==> src/rtl/dm_access_unit.sv <==
// Data-memory access unit: turns a pipeline load/store into a held memory
// request, stalling the pipeline until the memory answers.
module dm_access_unit (
   input  logic        clk,
   input  logic        rst,
   input  logic        DM_en,
   input  logic        DM_write,
   input  logic [2:0]  funct3,
   input  logic [31:0] addr,
   input  logic [31:0] wdata,
   output logic [31:0] rdata,
   output logic        stall,
   output logic        misalign,
   output logic        mem_req,
   output logic        mem_we,
   output logic [31:0] mem_addr,
   output logic [3:0]  mem_wstrb,
   output logic [31:0] mem_wdata,
   input  logic        mem_ready,
   input  logic [31:0] mem_rdata
);

   typedef enum logic [1:0] {IDLE, REQ, DONE} state_t;

   state_t      state_q, state_d;
   logic [31:0] addr_q, addr_d;
   logic [31:0] wdata_q, wdata_d;
   logic [31:0] rword_q, rword_d;
   logic [2:0]  funct3_q, funct3_d;
   logic        we_q, we_d;
   logic        rst_hold_q, rst_hold_d;

   logic        aligned;
   logic [7:0]  lane_byte;
   logic [15:0] lane_half;
   logic [31:0] load_ext;

   always_comb begin
      aligned = 1'b0;
      case (funct3)
         3'b000, 3'b100: aligned = 1'b1;
         3'b001, 3'b101: aligned = ~addr[0];
         3'b010:         aligned = (addr[1:0] == 2'b00);
         default:        aligned = 1'b0;
      endcase
   end

   always_comb begin
      lane_byte = 8'(rword_q >> {addr_q[1:0], 3'b000});
      lane_half = addr_q[1] ? rword_q[31:16] : rword_q[15:0];
      load_ext  = '0;
      case (funct3_q)
         3'b000:  load_ext = {{24{lane_byte[7]}}, lane_byte};
         3'b001:  load_ext = {{16{lane_half[15]}}, lane_half};
         3'b100:  load_ext = {24'h000000, lane_byte};
         3'b101:  load_ext = {16'h0000, lane_half};
         3'b010:  load_ext = rword_q;
         default: load_ext = '0;
      endcase
   end

   // rst_hold keeps the cycle just after reset quiet even if DM_en is high.
   assign rst_hold_d = rst;

   always_comb begin
      state_d   = state_q;
      addr_d    = addr_q;
      wdata_d   = wdata_q;
      rword_d   = rword_q;
      funct3_d  = funct3_q;
      we_d      = we_q;
      stall     = 1'b0;
      misalign  = 1'b0;
      mem_req   = 1'b0;
      mem_we    = 1'b0;
      mem_addr  = '0;
      mem_wstrb = '0;
      mem_wdata = '0;
      rdata     = '0;
      case (state_q)
         IDLE: begin
            if (DM_en && !rst_hold_q) begin
               if (aligned) begin
                  addr_d   = addr;
                  wdata_d  = wdata;
                  funct3_d = funct3;
                  we_d     = DM_write;
                  stall    = 1'b1;
                  state_d  = REQ;
               end else begin
                  misalign = 1'b1;
               end
            end
         end
         REQ: begin
            stall    = 1'b1;
            mem_req  = 1'b1;
            mem_we   = we_q;
            mem_addr = {addr_q[31:2], 2'b00};
            if (we_q) begin
               case (funct3_q[1:0])
                  2'b00: begin
                     mem_wstrb = 4'b0001 << addr_q[1:0];
                     mem_wdata = {4{wdata_q[7:0]}};
                  end
                  2'b01: begin
                     mem_wstrb = 4'b0011 << addr_q[1:0];
                     mem_wdata = {2{wdata_q[15:0]}};
                  end
                  default: begin
                     mem_wstrb = 4'b1111;
                     mem_wdata = wdata_q;
                  end
               endcase
            end
            if (mem_ready) begin
               rword_d = mem_rdata;
               state_d = DONE;
            end
         end
         DONE: begin
            if (!we_q) rdata = load_ext;
            state_d = IDLE;
         end
         default: state_d = IDLE;
      endcase
      if (rst) begin
         stall     = 1'b0;
         misalign  = 1'b0;
         mem_req   = 1'b0;
         mem_we    = 1'b0;
         mem_addr  = '0;
         mem_wstrb = '0;
         mem_wdata = '0;
         rdata     = '0;
      end
   end

   always_ff @(posedge clk) begin
      rst_hold_q <= rst_hold_d;
      if (rst) begin
         state_q  <= IDLE;
         addr_q   <= '0;
         wdata_q  <= '0;
         rword_q  <= '0;
         funct3_q <= '0;
         we_q     <= 1'b0;
      end else begin
         state_q  <= state_d;
         addr_q   <= addr_d;
         wdata_q  <= wdata_d;
         rword_q  <= rword_d;
         funct3_q <= funct3_d;
         we_q     <= we_d;
      end
   end

endmodule
==> config.mk <==
export PLATFORM = sky130hd
export DESIGN_NAME = dm_access_unit
export DESIGN_NICKNAME = d
export VERILOG_FILES = /design/src/rtl/dm_access_unit.sv
export SDC_FILE = /design/constraint.sdc
export NUM_CORES = 1
export LEC_CHECK = 0
export CAP_MARGIN = 25
export CORE_MARGIN = 4
export CORE_UTILIZATION = 39
export CTS_CLUSTER_SIZE = 10
export DETAILED_ROUTE_END_ITERATION = 8
export PLACE_DENSITY = 0.77
export SLEW_MARGIN = 0
export SYNTH_ARGS = -nofsm -noshare
export SYNTH_HDL_FRONTEND = slang
export SYNTH_SLANG_ARGS = --single-unit
==> constraint.sdc <==
create_clock -name clk -period 1.8 [get_ports clk]
set_input_delay 0.36 -clock clk [delete_from_list [all_inputs] [get_ports clk]]
set_output_delay 0.36 -clock clk [all_outputs]
set_load 0.05 [all_outputs]
# == After elaboration in Yosys (flattened, before gate mapping) ==
# Cells that the tools add are included.
# word_totals
register_bits,103
output_inout_bits,104
word_cells,69
# op_classes
eq_ne,14
shift,3
muxes,32
n_bitwise,1
n_reduce_logical,12
# ops
operator,n
32-bit 2-to-1 mux,8
32-bit case mux with 5 select lines,1
32-bit case mux with 2 select lines,1
32-bit by 5-bit >> shifter with 8-bit output,1
16-bit 2-to-1 mux,1
"3-bit equality test, second input constant",4
4-bit 2-to-1 mux,3
1-bit 2-to-1 mux,11
4-bit case mux with 2 select lines,1
"3-bit by 1-bit equality test with 1-bit output, second input constant",2
"3-bit by 2-bit equality test with 1-bit output, second input constant",2
2-bit logical NOT,3
3-bit logical NOT,2
2-bit 2-to-1 mux,3
"2-bit != test, second input constant",3
3-bit AND reduction,2
"2-bit by 1-bit equality test with 1-bit output, second input constant",2
2-bit case mux with 2 select lines,1
2-bit OR reduction,2
"1-bit by 2-bit << shifter with 4-bit output, first input constant",1
"2-bit by 2-bit << shifter with 4-bit output, first input constant",1
1-bit case mux with 3 select lines,1
"2-bit equality test, second input constant",1
1-bit case mux with 2 select lines,1
other kinds (4),4

# == Longest topological paths before layout ==
# depth
word_depth,7
mapped_depth,7

# == Worst setup path after synthesis ==
# OpenSTA, ideal clock, no wires.
# synth_timing
kind,input-to-output
from,input port funct3[0]
to,output port misalign
t_arrival_ps,2239
slack_ps,-799
path_stages,3
n_path_buf,0
cell_sequence,a21oi_1 or2_2 nor4_1
# synth_via
elab_chain_len,7
elab_cells_between_ends,12
classes_between,eq/ne: 4; mux: 5; reduce/logical: 3
# synth_rtl
element,line,rtl
"start, declared",8,"input logic [2:0] funct3,"
"3-bit by 1-bit equality test with 1-bit output, or another cell as far along",40,case (funct3)
2-bit OR reduction,40,
1-bit case mux with 3 select lines *,40,
1-bit 2-to-1 mux *,83,if (aligned) begin
1-bit 2-to-1 mux *,82,if (DM_en && !rst_hold_q) begin
1-bit 2-to-1 mux *,80,case (state_q)
1-bit 2-to-1 mux *,127,if (rst) begin
"end, declared",13,"output logic misalign,"
# Mark *: on every way between the ends. The rest lies on a longest branch, timed or not.

# == Worst setup path in the final report ==
# layout_timing
from,register we_q
to,output port rdata[23]
# layout_via
elab_chain_len,3
# layout_rtl
element,line,rtl
"start, declared",30,"logic we_q, we_d;"
"start signal, assigned",154,we_q <= we_d;
32-bit 2-to-1 mux,122,if (!we_q) rdata = load_ext;
32-bit 2-to-1 mux,80,
32-bit 2-to-1 mux,127,
"end, declared",11,"output logic [31:0] rdata,"
# No other way between the ends.

==> out/qor_table.md <==
| Metric | Reported | Unit |
| --- | --- | --- |
| Failing checks | negative setup slack | - |
| Initial Util | 39.9 | % |
| Finish-stage setup viols | 103 | - |
| Wire length of the first global-routing pass | 33400 | um |
| Launching element type of the critical path | register | - |
| Post-DR vias/cell | 5.49 | - |
| Final Instance Area | 0.0106 | mm^2 |
| Clock latency at the later pin of the worst-skew pair | 0.36 | ns |
| Routed length on met2 | 12600 | um |
| Detailed Routing Iterations Pass 1 | 8 | - |
| Placed Area | 0.00926 | mm^2 |
| Area growth, synth to finish | 110 | % |
| Setup repair after global routing missed its margin | true | - |
| Post-Route WL | 24000 | um |
| Least-Margin Pin Slew | 0.577 | ns |
| Leak Pwr | 3.62 | nW |
| Post-synthesis average cell area | 7.24 | um^2 |
| Proportion of power drawn by combinational gates | 16.7 | % |
| Placed insts | 1072 | - |
| Register bit count reported by yosys | 103 | - |
| Drt wl/cell | 21.2 | um |
| DRT iter0 DRCs | 554 | - |
| Async S/R FF share, synth | 0 | % |
| Setup ws final | -0.570 | ns |
| Die Span X | 122 | um |
| Number of enable-type register cells in the synthesized netlist | 0 | - |
| Result of the run | finished with violations | - |
| Clock buffer count from CTS | 9 | - |
| Maximum number of pins on one net before global-route repair | 48 | - |
| Buffers added on ports | 205 | - |
| Net switching power | 1.43 | mW |
| Setup Skew | 0.0128 | ns |
| VDD IR max | 682 | uV |
| Number of antenna violations at the first check in global routing | 0 | - |
| PwrDens | 506 | mW/mm^2 |
| Deepest clock path buffer count | 2 | - |
| Placer Congestion | 0.898 | - |
| Detailed Place HPWL | 14500 | um |
| Die outline area | 0.0148 | mm^2 |
| Setup Crit Path Kind | register to output port | - |
| WP data required | 1.44 | ns |
| Most used DFF post-synth | sky130_fd_sc_hd__dfxtp_1 | - |
| Post-Route Setup TNS | -36.99 | ns |
| Timing-limited maximum frequency | 0.422 | GHz |
| Post-DRT Antenna Nets | 0 | - |
| Maximum fanout along the worst path | 8 | - |
| Final nets | 1061 | - |
| Met3 wire length | 2010 | um |
| Highest routed metal layer | met4 | - |
| Yosys synthesis warning count | 0 | - |
| Total via count after detailed routing | 6231 | - |
| Clock root buffer master | sky130_fd_sc_hd__clkbuf_16 | - |
| Number of antenna cells inserted | 0 | - |
| Share of the clock period used by the worst path | 132 | % |
| Share of the synthesized area in the top cell type | 40.8 | % |
| Total routing usage reported by global routing | 28.9 | % |
| Fraction of layout cells with a size suffix above 1 | 41.4 | % |
| Clock network power share | 38.6 | % |
| Net switching share of the total power | 26.7 | % |
| Height of the die | 122 | um |
| Internal power summed over all cells | 3.94 | mW |
| Max-Cap Viols | 0 | - |
| Post-synthesis cell count | 698 | - |
| Post-Place Worst Slack | -0.582 | ns |
| Post-synthesis cell type with the largest combined area | sky130_fd_sc_hd__dfxtp_1 | - |
| Count of endpoints failing hold in the final timing report | 0 | - |
| Unique masters post-synth | 40 | - |
| Ports | 208 | - |
| Reg power frac | 44.7 | % |
| Most frequent cell after synthesis | sky130_fd_sc_hd__nand2_1 | - |
| Fin crit period | 2.37 | ns |
| Placeable core region | 0.0127 | mm^2 |
| Worst Hold Margin | 0.354 | ns |
| Fraction of the core area covered by cells at the end of the flow | 83.8 | % |
| Cts-stage hold buffer count | 0 | - |
| CTS tree | built | - |
| Clk sinks | 103 | - |
| Area contributors post-synth | sky130_fd_sc_hd__dfxtp_1 41%, sky130_fd_sc_hd__nand2_1 17%, sky130_fd_sc_hd__a21oi_1 13%, sky130_fd_sc_hd__and2_1 3.8%, sky130_fd_sc_hd__mux2i_1 3.2% | - |
| DRC violation count after routing | 0 | - |
| Global route total overflow | 0 | - |
| Critical path capture point type | output port | - |
| WP data arrival | 2.01 | ns |
| Count of pins over their slew limit | 0 | - |
| Post-synthesis cell area | 0.00505 | mm^2 |
| Final Non-Filler Cells | 1134 | - |
| Met1 WL | 8570 | um |
| Overall power | 5.37 | mW |
| Max-slew headroom | 61.5 | % |
| Rows | 41 | - |
| Via count of the first global-routing pass | 6328 | - |
| Part of the Yosys area used for sequential elements | 40.8 | % |
| Path class of the lowest-slack min-delay path | input port to register | - |
| Most frequent cells after synthesis | 233 x sky130_fd_sc_hd__nand2_1, 135 x sky130_fd_sc_hd__a21oi_1, 103 x sky130_fd_sc_hd__dfxtp_1, 40 x sky130_fd_sc_hd__nor2_1, 31 x sky130_fd_sc_hd__and2_1 | - |
| Count of H-tree levels built during CTS | 3 | - |
| CTS clock-pin slew for the worst setup and hold paths | 0.07 | ns |
-- sequential cells by signal, summed over array words and instances (netlist names) --
signal	cells
we_q	1
rword_q	32
state_q	2
funct3_q	3
wdata_q	32
rst_hold_q	1
addr_q	32
-- final timing paths --
path / depth (start not counted) / from / slack, ns / endpoint
worst min register to register: 2 / addr_q[5] / 0.46 / addr_q[5]
worst max-delay path: 4 / we_q / -0.57 / rdata[23]
worst max register to register: 8 / state_q[0] / -0.02 / wdata_q[27]
worst min-delay path: 3 / funct3[2] / 0.35 / funct3_q[2]
-- power groups by stage --
stage | Sequential (mW) | Clock [mW] | Combinational (mW)
4_1_cts | 2.39 | 2.07 | 0.800
5_1_grt | 2.40 | 2.18 | 0.944
2_1_floorplan | 2.42 | 0 | 0.340
3_5_place_dp | 2.44 | 0 | 0.704
6_report | 2.40 | 2.07 | 0.899
3_3_place_gp | 2.43 | 0 | 0.689
-- critical path, stage by stage (launching register included) --
cell                      delay [ns]
sky130_fd_sc_hd__dfxtp_2        0.32
sky130_fd_sc_hd__or4b_4         0.57
sky130_fd_sc_hd__a211o_4        0.40
sky130_fd_sc_hd__a21oi_4        0.20
sky130_fd_sc_hd__buf_12         0.16
-- per-layer routing --
metal	GRT usage, %	up-vias
met3	8.54	66
li1	-	2844
met1	30.8	2984
met5	0	-
met4	10.4	0
met2	53.7	337
-- cell families after synthesis --
| family | share of synthesized area [%] |
|---|---|
| AOI/OAI and AO/OA | 19.4 |
| muxes | 5.25 |
| and+or+nand+nor | 28.3 |
| buffers and inverters | 6.07 |
| other | 0.0742 |
| DFF | 40.8 |
-- cells in the final DEF (no fill, tap or decap), drive strengths merged, types with 2 or more instances in the layout --
cell / netlist / routed
o21a: 1 / 2
or2: 4 / 4
nor4: 2 / 2
and2: 31 / 31
o21bai: 2 / 2
a21oi: 145 / 145
nand3: 2 / 2
nor3: 2 / 2
a211o: 1 / 2
a22oi: 8 / 8
inv: 5 / 6
clkbuf: 28 / 18
and3: 8 / 8
mux2i: 16 / 16
nor2: 40 / 40
conb: 1 / 2
nand2: 233 / 233
o21ai: 2 / 2
nor3b: 3 / 3
mux2: 9 / 9
dfxtp: 103 / 103
a222oi: 8 / 8
or4: 2 / 2
buf: 32 / 201
clkinvlp: 0 / 3
nor2b: 2 / 2
nand3b: 2 / 2
clkdlybuf4s50: 0 / 96
-- final cells by class --
| class | count | area [um^2] |
|---|---|---|
| Timing Repair Buffer | 305 | 4290 |
| Multi-Input combinational cell | 533 | 3710 |
| Sequential cell | 103 | 2080 |
| Fill cell | 687 | 2050 |
| Clock buffer | 11 | 243 |
| Tap cell | 172 | 215 |
| Clock inverter | 5 | 65.1 |
| Inverter | 5 | 27.5 |
-- repair_timing --
action                                 4_1_cts  5_1_grt
setup endpoints to repair                  102      120
endpoints found under the hold margin        0        0
pin swaps                                   24       40
resized for setup                          132       51
cloned                                      10        8
buffers inserted                            24       11
Note: power is estimated with default switching activity, not from simulation.
